File: config.mk
export PLATFORM = sky130hd
export DESIGN_NAME = des3_key_schedule_flat
export DESIGN_NICKNAME = d
export VERILOG_FILES = /design/src/rtl/des3_pkg.sv /design/src/rtl/des3_key_schedule_if.sv /design/src/rtl/des_cd_rotator.sv /design/src/rtl/des3_key_schedule.sv /design/src/flat_wrapper.sv
export SDC_FILE = /design/constraint.sdc
export NUM_CORES = 1
export LEC_CHECK = 0
export ABC_AREA = 1
export CAP_MARGIN = 5
export CORE_MARGIN = 1
export CORE_UTILIZATION = 60
export CTS_BUF_LIST = sky130_fd_sc_hd__clkbuf_8
export DETAILED_ROUTE_END_ITERATION = 8
export GPL_TIMING_DRIVEN = 0
export HOLD_SLACK_MARGIN = 0.06
export PLACE_DENSITY_LB_ADDON = 0.12
export RECOVER_POWER = 25
export SYNTH_ARGS = -nofsm -noshare
export SYNTH_HDL_FRONTEND = slang
export SYNTH_SLANG_ARGS = --single-unit
File: constraint.sdc
create_clock -name clk -period 3.8 [get_ports clk]
set_clock_uncertainty 0.15 [all_clocks]
set_input_delay 0.76 -clock clk [delete_from_list [all_inputs] [get_ports clk]]
set_output_delay 0.76 -clock clk [all_outputs]
set_load 0.005 [all_outputs]
File: src/rtl/des3_pkg.sv
// Shared types, DES permutation tables and key-preparation helpers for the
// 3DES key schedule.
package des3_pkg;

    typedef logic [55:0] key56_t;
    typedef logic [27:0] half28_t;
    typedef logic [47:0] subkey48_t;

    typedef enum logic [1:0] {
        ST_IDLE = 2'd0,
        ST_K1   = 2'd1,
        ST_K2   = 2'd2,
        ST_K3   = 2'd3
    } stage_t;

    typedef enum logic [2:0] {
        CD_HOLD,
        CD_LOAD,
        CD_ROTL1,
        CD_ROTL2,
        CD_ROTR1,
        CD_ROTR2
    } cd_op_t;

    // Tables use DES numbering: entry value n selects input bit n, bit 1 = MSB.
    localparam int PC1_TABLE [0:55] = '{
        57, 49, 41, 33, 25, 17,  9,  1, 58, 50, 42, 34, 26, 18,
        10,  2, 59, 51, 43, 35, 27, 19, 11,  3, 60, 52, 44, 36,
        63, 55, 47, 39, 31, 23, 15,  7, 62, 54, 46, 38, 30, 22,
        14,  6, 61, 53, 45, 37, 29, 21, 13,  5, 28, 20, 12,  4
    };

    localparam int PC2_TABLE [0:47] = '{
        14, 17, 11, 24,  1,  5,  3, 28, 15,  6, 21, 10,
        23, 19, 12,  4, 26,  8, 16,  7, 27, 20, 13,  2,
        41, 52, 31, 37, 47, 55, 30, 40, 51, 45, 33, 48,
        44, 49, 39, 56, 34, 53, 46, 42, 50, 36, 29, 32
    };

    localparam int SHIFT_SCHEDULE [0:15] = '{
        1, 1, 2, 2, 2, 2, 2, 2, 1, 2, 2, 2, 2, 2, 2, 1
    };

    // Seven key bits per byte, MSB first, odd parity in the byte LSB.
    function automatic logic [63:0] parity_expand(input key56_t chunk);
        logic [63:0] expanded;
        logic [6:0]  byteBits;
        expanded = '0;
        for (int j = 0; j < 8; j++) begin
            byteBits = chunk[55 - 7*j -: 7];
            expanded[63 - 8*j -: 8] = {byteBits, ~^byteBits};
        end
        return expanded;
    endfunction

    function automatic key56_t pc1(input logic [63:0] key);
        key56_t cd;
        for (int i = 0; i < 56; i++) begin
            cd[55 - i] = key[64 - PC1_TABLE[i]];
        end
        return cd;
    endfunction

    function automatic subkey48_t pc2(input half28_t c, input half28_t d);
        key56_t    cd;
        subkey48_t sk;
        cd = {c, d};
        for (int i = 0; i < 48; i++) begin
            sk[47 - i] = cd[56 - PC2_TABLE[i]];
        end
        return sk;
    endfunction

endpackage

File: src/rtl/des3_key_schedule_if.sv
// Subkey stream between the key schedule (master) and the DES core (slave).
interface des3_key_schedule_if;

    des3_pkg::subkey48_t subkey;
    logic                sk_valid;
    logic                sk_ready;
    logic [1:0]          stage;
    logic [3:0]          round;
    logic                decrypt;
    logic                block_done;

    modport master (
        output subkey, sk_valid, stage, round, decrypt, block_done,
        input  sk_ready
    );

    modport slave (
        input  subkey, sk_valid, stage, round, decrypt, block_done,
        output sk_ready
    );

endinterface

File: src/rtl/des_cd_rotator.sv
// Registered C/D key halves with load and rotate controls; PC-2 of the
// current halves is presented combinationally.
module des_cd_rotator
    import des3_pkg::*;
(
    input  logic      clk,
    input  logic      n_rst,
    input  cd_op_t    cdOp,
    input  half28_t   loadC,
    input  half28_t   loadD,
    output subkey48_t subkey
);

    half28_t cReg;
    half28_t dReg;

    // NOTE: non-blocking assignments so both halves rotate from pre-edge values.
    always_ff @(posedge clk) begin
        if (n_rst) begin
            cReg <= '0;
            dReg <= '0;
        end else begin
            case (cdOp)
                CD_LOAD:  begin cReg <= loadC;                     dReg <= loadD;                     end
                CD_ROTL1: begin cReg <= {cReg[26:0], cReg[27]};    dReg <= {dReg[26:0], dReg[27]};    end
                CD_ROTL2: begin cReg <= {cReg[25:0], cReg[27:26]}; dReg <= {dReg[25:0], dReg[27:26]}; end
                CD_ROTR1: begin cReg <= {cReg[0], cReg[27:1]};     dReg <= {dReg[0], dReg[27:1]};     end
                CD_ROTR2: begin cReg <= {cReg[1:0], cReg[27:2]};   dReg <= {dReg[1:0], dReg[27:2]};   end
                default:  ;
            endcase
        end
    end

    assign subkey = pc2(cReg, dReg);

endmodule

File: src/rtl/des3_key_schedule.sv
// 3DES key schedule: latches the ECC session X coordinate as K1/K2/K3 and
// streams 48 EDE-ordered round subkeys per block over a valid/ready handshake.
module des3_key_schedule
    import des3_pkg::*;
#(
    parameter int NUM_BITS   = 163,
    parameter int NUM_ROUNDS = 16
) (
    input  logic                 clk,
    input  logic                 n_rst,
    input  logic [NUM_BITS:0]    ses_x,
    input  logic                 key_load,
    output logic                 key_ready,
    des3_key_schedule_if.master  skBus
);

    localparam int KEY_PAD = 167 - NUM_BITS;

    logic [167:0] key168;
    key56_t       chunk1Q, chunk2Q, chunk3Q;
    stage_t       stageQ, stageD;
    logic [3:0]   roundQ, roundD;
    cd_op_t       cdOp;
    key56_t       loadChunk;
    logic         loadRotate;
    key56_t       loadCd;
    half28_t      loadC, loadD;
    subkey48_t    subkeyW;
    logic         fire;
    logic         lastRound;

    assign key168    = {ses_x, {KEY_PAD{1'b0}}};
    assign fire      = (stageQ != ST_IDLE) && skBus.sk_ready;
    assign lastRound = (roundQ == 4'(NUM_ROUNDS - 1));

    // NOTE: key chunks are cleared on reset so no stale key outlives it.
    always_ff @(posedge clk) begin
        if (n_rst) begin
            stageQ  <= ST_IDLE;
            roundQ  <= '0;
            chunk1Q <= '0;
            chunk2Q <= '0;
            chunk3Q <= '0;
        end else begin
            stageQ <= stageD;
            roundQ <= roundD;
            if (key_load) begin
                chunk1Q <= key168[167:112];
                chunk2Q <= key168[111:56];
                chunk3Q <= key168[55:0];
            end
        end
    end

    // NOTE: every output gets a default first so no path infers a latch.
    always_comb begin
        stageD     = stageQ;
        roundD     = roundQ;
        cdOp       = CD_HOLD;
        loadChunk  = chunk1Q;
        loadRotate = 1'b1;
        if (key_load) begin
            stageD    = ST_K1;
            roundD    = '0;
            cdOp      = CD_LOAD;
            loadChunk = key168[167:112];
        end else if (fire) begin
            if (lastRound) begin
                roundD = '0;
                cdOp   = CD_LOAD;
                case (stageQ)
                    ST_K1: begin stageD = ST_K2; loadChunk = chunk2Q; loadRotate = 1'b0; end
                    ST_K2: begin stageD = ST_K3; loadChunk = chunk3Q; end
                    default: begin stageD = ST_K1; loadChunk = chunk1Q; end
                endcase
            end else begin
                roundD = roundQ + 4'd1;
                // The 1-shift rounds are symmetric, so one lookup serves both directions.
                if (stageQ == ST_K2) begin
                    cdOp = (SHIFT_SCHEDULE[roundD] == 1) ? CD_ROTR1 : CD_ROTR2;
                end else begin
                    cdOp = (SHIFT_SCHEDULE[roundD] == 1) ? CD_ROTL1 : CD_ROTL2;
                end
            end
        end
    end

    // Encrypt stages start at C1/D1; the decrypt stage starts at C0/D0 == C16/D16.
    assign loadCd = pc1(parity_expand(loadChunk));
    assign loadC  = loadRotate ? {loadCd[54:28], loadCd[55]} : loadCd[55:28];
    assign loadD  = loadRotate ? {loadCd[26:0], loadCd[27]}  : loadCd[27:0];

    des_cd_rotator uCdRotator (
        .clk    (clk),
        .n_rst  (n_rst),
        .cdOp   (cdOp),
        .loadC  (loadC),
        .loadD  (loadD),
        .subkey (subkeyW)
    );

    always_comb begin
        skBus.sk_valid   = (stageQ != ST_IDLE);
        skBus.stage      = stageQ;
        skBus.round      = roundQ;
        skBus.decrypt    = (stageQ == ST_K2);
        skBus.subkey     = subkeyW;
        skBus.block_done = fire && lastRound && (stageQ == ST_K3) && !key_load && !n_rst;
        key_ready        = (stageQ != ST_IDLE);
    end

endmodule

File: src/flat_wrapper.sv
// flat-port wrapper written by rule: the top's interface ports become plain ports
module des3_key_schedule_flat import des3_pkg::*;
#(
    parameter int NUM_BITS   = 163,
    parameter int NUM_ROUNDS = 16
)
  (clk, n_rst, ses_x, key_load, key_ready, skBus_subkey, skBus_sk_valid, skBus_stage, skBus_round, skBus_decrypt, skBus_block_done, skBus_sk_ready);
  des3_key_schedule_if skBus_i ();
  input  logic clk;
  input  logic n_rst;
  input  logic [NUM_BITS:0] ses_x;
  input  logic key_load;
  output logic key_ready;
  output wire logic [$bits(skBus_i.subkey)-1:0] skBus_subkey;
  output wire logic [$bits(skBus_i.sk_valid)-1:0] skBus_sk_valid;
  output wire logic [$bits(skBus_i.stage)-1:0] skBus_stage;
  output wire logic [$bits(skBus_i.round)-1:0] skBus_round;
  output wire logic [$bits(skBus_i.decrypt)-1:0] skBus_decrypt;
  output wire logic [$bits(skBus_i.block_done)-1:0] skBus_block_done;
  input wire logic [$bits(skBus_i.sk_ready)-1:0] skBus_sk_ready;
  assign skBus_subkey = skBus_i.subkey;
  assign skBus_sk_valid = skBus_i.sk_valid;
  assign skBus_stage = skBus_i.stage;
  assign skBus_round = skBus_i.round;
  assign skBus_decrypt = skBus_i.decrypt;
  assign skBus_block_done = skBus_i.block_done;
  assign skBus_i.sk_ready = skBus_sk_ready;
  des3_key_schedule #(.NUM_BITS(NUM_BITS), .NUM_ROUNDS(NUM_ROUNDS)) u_core (.clk(clk), .n_rst(n_rst), .ses_x(ses_x), .key_load(key_load), .key_ready(key_ready), .skBus(skBus_i));
endmodule
Word-level counts from Yosys, hierarchy flattened
Memory sizes are Yosys's and may differ from the RTL's.
Index checks and enable logic that the tools add are counted.
{ "classes": {"mux": 25, "shift": 0, "n_mul": 0, "n_lt_le_gt_ge": 1, "div": 0, "eq_ne": 10, "n_addsub": 1, "reduce_logical": 14, "bitwise_logic": 1} }
{ "ops": {"columns": ["op", "count"], "rows": [
  ["$pmux W28 S5", 2],
  ["$mux W56", 3],
  ["$pmux W56 S2", 1],
  ["$mux W32", 2],
  ["$mux W28", 2],
  ["$eq A32 B2 Y1 const B", 1],
  ["$mux W3", 4],
  ["$mux W1", 9],
  ["$eq A3 B2 Y1 const B", 2],
  ["$eq A3 B3 Y1 const B", 2],
  ["$reduce_bool A2 Y1", 3],
  ["$ge A5 B5 Y1 const B", 1],
  ["$logic_and A1 B1 Y1", 5],
  ["$not A4 Y5", 1],
  ["$reduce_bool A5 Y1", 1],
  ["$add A4 B1 Y4 const B", 1],
  ["$eq A2 B2 Y1 const B", 2],
  ["$eq A4 B4 Y1 const B", 1],
  ["$mux W4", 1],
  ["$pmux W2 S2", 1],
  ["$reduce_and A2 Y1", 2],
  ["$eq A3 B1 Y1 const B", 1],
  ["$eq A2 B1 Y1 const B", 1],
  ["$logic_not A1 Y1", 2],
  ["$reduce_or A2 Y1", 1]
]} }
{ "totals": {"rom_bits": 512, "ram_bits": 0, "wordCells": 61, "reg_bits": 226, "inputBits": 168, "latchBits": 0, "memories": 1} }
{ "memory_table": {"columns": ["memory", "depth", "width", "rd", "rd_clocked_by_memory_dff", "write_ports", "line", "text"], "rows": [
  ["(name not given)", 16, 32, 1, 0, 0, "des3_key_schedule.sv:82", "cdOp = (SHIFT_SCHEDULE[roundD] == 1) ? CD_ROTL1 : CD_ROTL2;"]
]} }

Longest topological paths before layout
{ "depth": {"word_depth": 13, "mapped_depth": 14, "mapped_depth_nobuf": 12} }

Hierarchy
From an unflattened synthesis, not the netlist that was laid out.
{ "hier_totals": {"hier_cells": 2390, "area_unflattened_um2": 14303.7} }
{ "by_module_without_submodules": {"columns": ["module", "seq_area_each_um2", "area_each_um2", "n_inst", "cells_each"], "rows": [
  ["des3_key_schedule", 3403.3, 9308.9, 1, 1592],
  ["des_cd_rotator", 1121.1, 4994.8, 1, 798]
]} }

Worst setup path after synthesis
Ideal clock, no wire load.
{ "synth_path": {"path_kind": "in2out", "start": "input port key_load", "end": "output port skBus_block_done", "arrival_time_ps": 1376, "required_time_ps": 2890, "setup_slack_ps": 1514, "stages": 5, "path_cell_list": "buf_2 > buf_2 > nor2_1 > nand2_1 > nor2_1"} }
{ "synth_between": {"elab_chain_cells": 3} }
{ "synth_rtl": {"columns": ["item", "line", "text"], "rows": [
  ["start: declaration", "flat_wrapper.sv:12", "input logic key_load;"],
  ["$logic_not A1 Y1", "des3_key_schedule.sv:108", "skBus.block_done = fire && lastRound && (stageQ == ST_K3) && !key_load && !n_rst;"],
  ["$logic_and A1 B1 Y1 (2 in a row)", "des3_key_schedule.sv:108", null],
  ["end: declaration", "flat_wrapper.sv:19", "output wire logic [$bits(skBus_i.block_done)-1:0] skBus_block_done;"]
]} }
No other way between the ends.

Final worst setup path
{ "layout_path": {"start": "register u_core.stageQ[0], in the netlist u_core.skBus.stage[0]", "end": "output port skBus_block_done"} }
{ "layout_between": {"elab_chain_cells": 6, "word_cells_on_any_way": 7, "classes_between": "1 x eq/ne; 6 x reduce/logical"} }
{ "layout_rtl": {"columns": ["item", "line", "text"], "rows": [
  ["start: declaration", "des3_key_schedule.sv:21", "stage_t stageQ, stageD;"],
  ["start signal: assignment", "des3_key_schedule.sv:45", "stageQ <= stageD;"],
  ["$reduce_bool A2 Y1", "des3_key_schedule.sv:33", "assign fire = (stageQ != ST_IDLE) && skBus.sk_ready;"],
  ["$logic_and A1 B1 Y1", "des3_key_schedule.sv:33", null],
  ["$logic_and A1 B1 Y1", "des3_key_schedule.sv:108", null],
  ["$logic_and A1 B1 Y1 (*) (3 in a row)", "des3_key_schedule.sv:108", null]
]} }
Mark *: on every way between the ends. The rest lies on a longest branch, timed or not.

==> impl_summary.txt <==
----------------------------------------------------
[Status]
  Outcome ... complete, no violations

[STA]
  Sum of negative setup slack ... 0 ns
  Final period utilization ... 87.0%
  Final-report setup violation count ... 0
  Hold_ws ... 0.314 ns
  RSZ-0062 raised after global routing ... no
  Clock period minus final worst setup slack ... 3.31 ns
  Max-slew headroom ... 39.8%
  Number of max-slew violations in the final report ... 0
  Highest Clock Rate ... 0.302 GHz
  Transition time at the pin with the least slew margin ... 0.903 ns
  Final count of hold timing violations ... 0

[Clocking]
  Post-CTS Setup Inserts ... 0
  CTS resizes ... 0
  H-tree depth ... 2
  Post-CTS clock slew at the launch and capture registers of the worst setup and hold paths ... 0.06 ns
  Clock tree buffer depth ... 3
  CTS root buffer ... sky130_fd_sc_hd__clkbuf_8
  TritonCTS buffer count ... 41
  Skew-Pair Late Insertion Delay ... 0.59 ns
  TritonCTS clock tree ... built
  Total number of clock tree sinks ... 226
  Number of buffers inserted for hold repair after clock tree synthesis ... 0

[Setup path]
  Path type of the worst setup path ... register to output port
  Data arrival, critical path ... 2.40 ns
  Nature of the critical path endpoint ... output port
  Required time reported for the critical path endpoint ... 2.89 ns
  Largest driver fanout on the critical path ... 6
  Worst Setup Start Kind ... register

[Yosys]
  Largest area contributor in the synthesized netlist ... sky130_fd_sc_hd__dfxtp_1
  Most instantiated flip-flop cell in the synthesis netlist ... sky130_fd_sc_hd__dfxtp_1
  Unique cell type count in the Yosys netlist ... 21
  Top cells by count, synth ... sky130_fd_sc_hd__nand2_1, sky130_fd_sc_hd__a21oi_1, sky130_fd_sc_hd__nand3_1, sky130_fd_sc_hd__dfxtp_1, sky130_fd_sc_hd__inv_1
  Ys Warns ... 0
  Syn Area/Cell ... 5.96 sq um
  Fraction of synthesis flops using an asynchronous set or reset pin ... 0%
  Area contributors post-synth ... sky130_fd_sc_hd__dfxtp_1, sky130_fd_sc_hd__nand2_1, sky130_fd_sc_hd__a21oi_1
  Post-synthesis net count ... 2472
  Register bit count reported by yosys ... 226
  Area of the mapped netlist ... 13700 sq um
  Number of cells produced by synthesis ... 2299
  Count of flip-flops with a built-in enable after synthesis ... 0
  Cell with the most instances after synthesis ... sky130_fd_sc_hd__nand2_1
  Sequential share of the synthesized area ... 33.0%
  Fraction of synthesized cell area taken by the top area cell type ... 33.0%

[Route]
  Remaining number of nets flagged by the antenna check after routing ... 0
  Mean number of vias per cell ... 6.03
  Vias ... 17338
  Iteration-0 DRC Markers ... 2191
  Pre-Repair DR Iteration Count ... 8
  Detailed-route wire length ... 53300 um
  # DRC ... 0
  DR WL/cell ... 18.6 um

[Power]
  P_int ... 4.25 mW
  Power density cells ... 354 nW/um^2
  Combinational share of power ... 16.6%
  Peak supply drop ... 333 uV
  Clock share of power ... 40.8%
  Register share of total power ... 42.6%
  P_sw ... 1.82 mW
  Leakage ... 7.86 nW
  Total Power Consumption ... 6.08 mW
  Switch share ... 30.0%

[Layout]
  Area growth from synthesis to final layout ... 25.1%
  Share of cells above drive strength 1 ... 8.18%
  Diode count ... 0
  Design area ... 17200 sq um
  Number of nets in the final layout ... 2738

[Worst hold path]
  Worst min-delay path class ... register to register

[Die]
  Y dimension of the die ... 153 um
  Num ports ... 226
  Starting density of the core ... 62.1%
  Area of the die ... 23500 sq um
  Horizontal die dimension ... 153 um
  Row count ... 54
  Standard cell core area ... 22100 sq um

[Global route]
  Global router's overall resource usage ... 44.6%
  Antenna violations before repair ... 0
  Via count of the first global-routing pass ... 15765
  Global-route wire length before repair ... 82300 um
  Remaining Overflow, GRT ... 0
  Maximum number of pins on one net before global-route repair ... 12

[Place]
  Count of port buffers added during placement ... 223
  Area after DPL ... 16300 sq um
  Last weighted congestion value of the routability-driven placer ... 1.04
  DP HPWL ... 39600 um

[Job]
  Maxcap violations ... 0

----------------------------------------------------
## sequential cells by signal (all words and copies together), names as in the netlist
register	cells
u_core.chunk1Q	56
u_core.chunk2Q	56
u_core.chunk3Q	52
u_core.uCdRotator.cReg	28
u_core.skBus.stage	2
u_core.uCdRotator.dReg	28
u_core.skBus.round	4
## power by group through the flow
stage	Clock [mW]	Combinational, mW	Sequential [mW]
2_1_floorplan	0	0.539	2.60
4_1_cts	2.43	0.975	2.58
6_report	2.48	1.01	2.59
3_5_place_dp	0	0.966	2.63
3_3_place_gp	0	0.944	2.63
5_1_grt	2.54	1.08	2.59
## placed cells by master (no fill, tap or decap)
cell type,instances
sky130_fd_sc_hd__o22ai_1,52
sky130_fd_sc_hd__dfxtp_1,226
sky130_fd_sc_hd__clkdlybuf4s50_1,223
sky130_fd_sc_hd__nand3_1,228
sky130_fd_sc_hd__clkbuf_8,58
sky130_fd_sc_hd__clkinvlp_4,1
sky130_fd_sc_hd__nor2_1,118
sky130_fd_sc_hd__o21ai_0,1
sky130_fd_sc_hd__inv_6,2
sky130_fd_sc_hd__nand2_1,801
sky130_fd_sc_hd__buf_1,23
sky130_fd_sc_hd__nand4_1,113
sky130_fd_sc_hd__clkbuf_1,108
sky130_fd_sc_hd__a211oi_1,2
sky130_fd_sc_hd__nor2_4,1
sky130_fd_sc_hd__nand2_2,1
sky130_fd_sc_hd__buf_4,55
sky130_fd_sc_hd__clkinv_2,5
sky130_fd_sc_hd__buf_2,42
sky130_fd_sc_hd__ha_1,5
sky130_fd_sc_hd__buf_6,2
sky130_fd_sc_hd__a21oi_1,281
sky130_fd_sc_hd__nor2_2,2
sky130_fd_sc_hd__nor3_2,1
sky130_fd_sc_hd__inv_2,42
sky130_fd_sc_hd__inv_1,200
## path summary, 6_finish.rpt
path | to | cells after the start | start | slack, ns
worst min-delay path | u_core.chunk3Q[30] | 2 | u_core.chunk3Q[30] | 0.31
worst max register to register | u_core.uCdRotator.dReg[21] | 10 | u_core.skBus.stage[0] | 0.71
worst min register to register | u_core.chunk3Q[30] | 2 | u_core.chunk3Q[30] | 0.31
worst max-delay path | skBus_block_done | 6 | u_core.skBus.stage[0] | 0.49
## metrics by stage
stage | util (%) | instances | setup WS [ns]
CTS | 77.7 | 2873 | 0.570
global placement | 73.8 | 2802 | 0.517
finish | 77.6 | 2873 | 0.493
global route | 77.6 | 2873 | 0.433
detailed placement | 73.8 | 2802 | 0.506
floorplan | - | 2299 | 1.51
## critical path, stage by stage, from the launching register on
cell,delay [ns]
sky130_fd_sc_hd__dfxtp_1,0.43
sky130_fd_sc_hd__inv_1,0.13
sky130_fd_sc_hd__ha_1,0.28
sky130_fd_sc_hd__nor2_4,0.19
sky130_fd_sc_hd__nand2_1,0.13
sky130_fd_sc_hd__nor2_1,0.14
sky130_fd_sc_hd__clkdlybuf4s50_1,0.51
## layout make-up
class                   count  area, sq um
multi-input cells        1606         7150
fillers                  1751         4940
flip-flops and latches    226         4520
repair buffers            223         2230
plain buffers             230         1140
inverters                 237          890
clock buffers              58          798
well taps                 280          350
clock inverters            13         68.8
## cells by family (layout without fill, tap and decap cells)
group                    count (synthesis)  after routing  share of synthesized area (%)
AND/OR/NAND/NOR                       1265           1265                           38.9
buffers and inverters                  467            761                           14.9
AO/OA/AOI/OAI                          336            336                           12.8
flip-flops                             226            226                           33.0
adder cells (fa/ha/maj)                  5              5                          0.456
## metal layers
metal / GRT usage, % / up-vias / wire [um]
met4: 28.4 / 0 / 3710
met5: 0 / - / 0
met2: 70.3 / 1351 / 23400
li1: - / 7895 / -
met3: 9.24 / 283 / 6750
met1: 55.5 / 7809 / 19500
No activity file was read; power rests on OpenSTA's default activity.
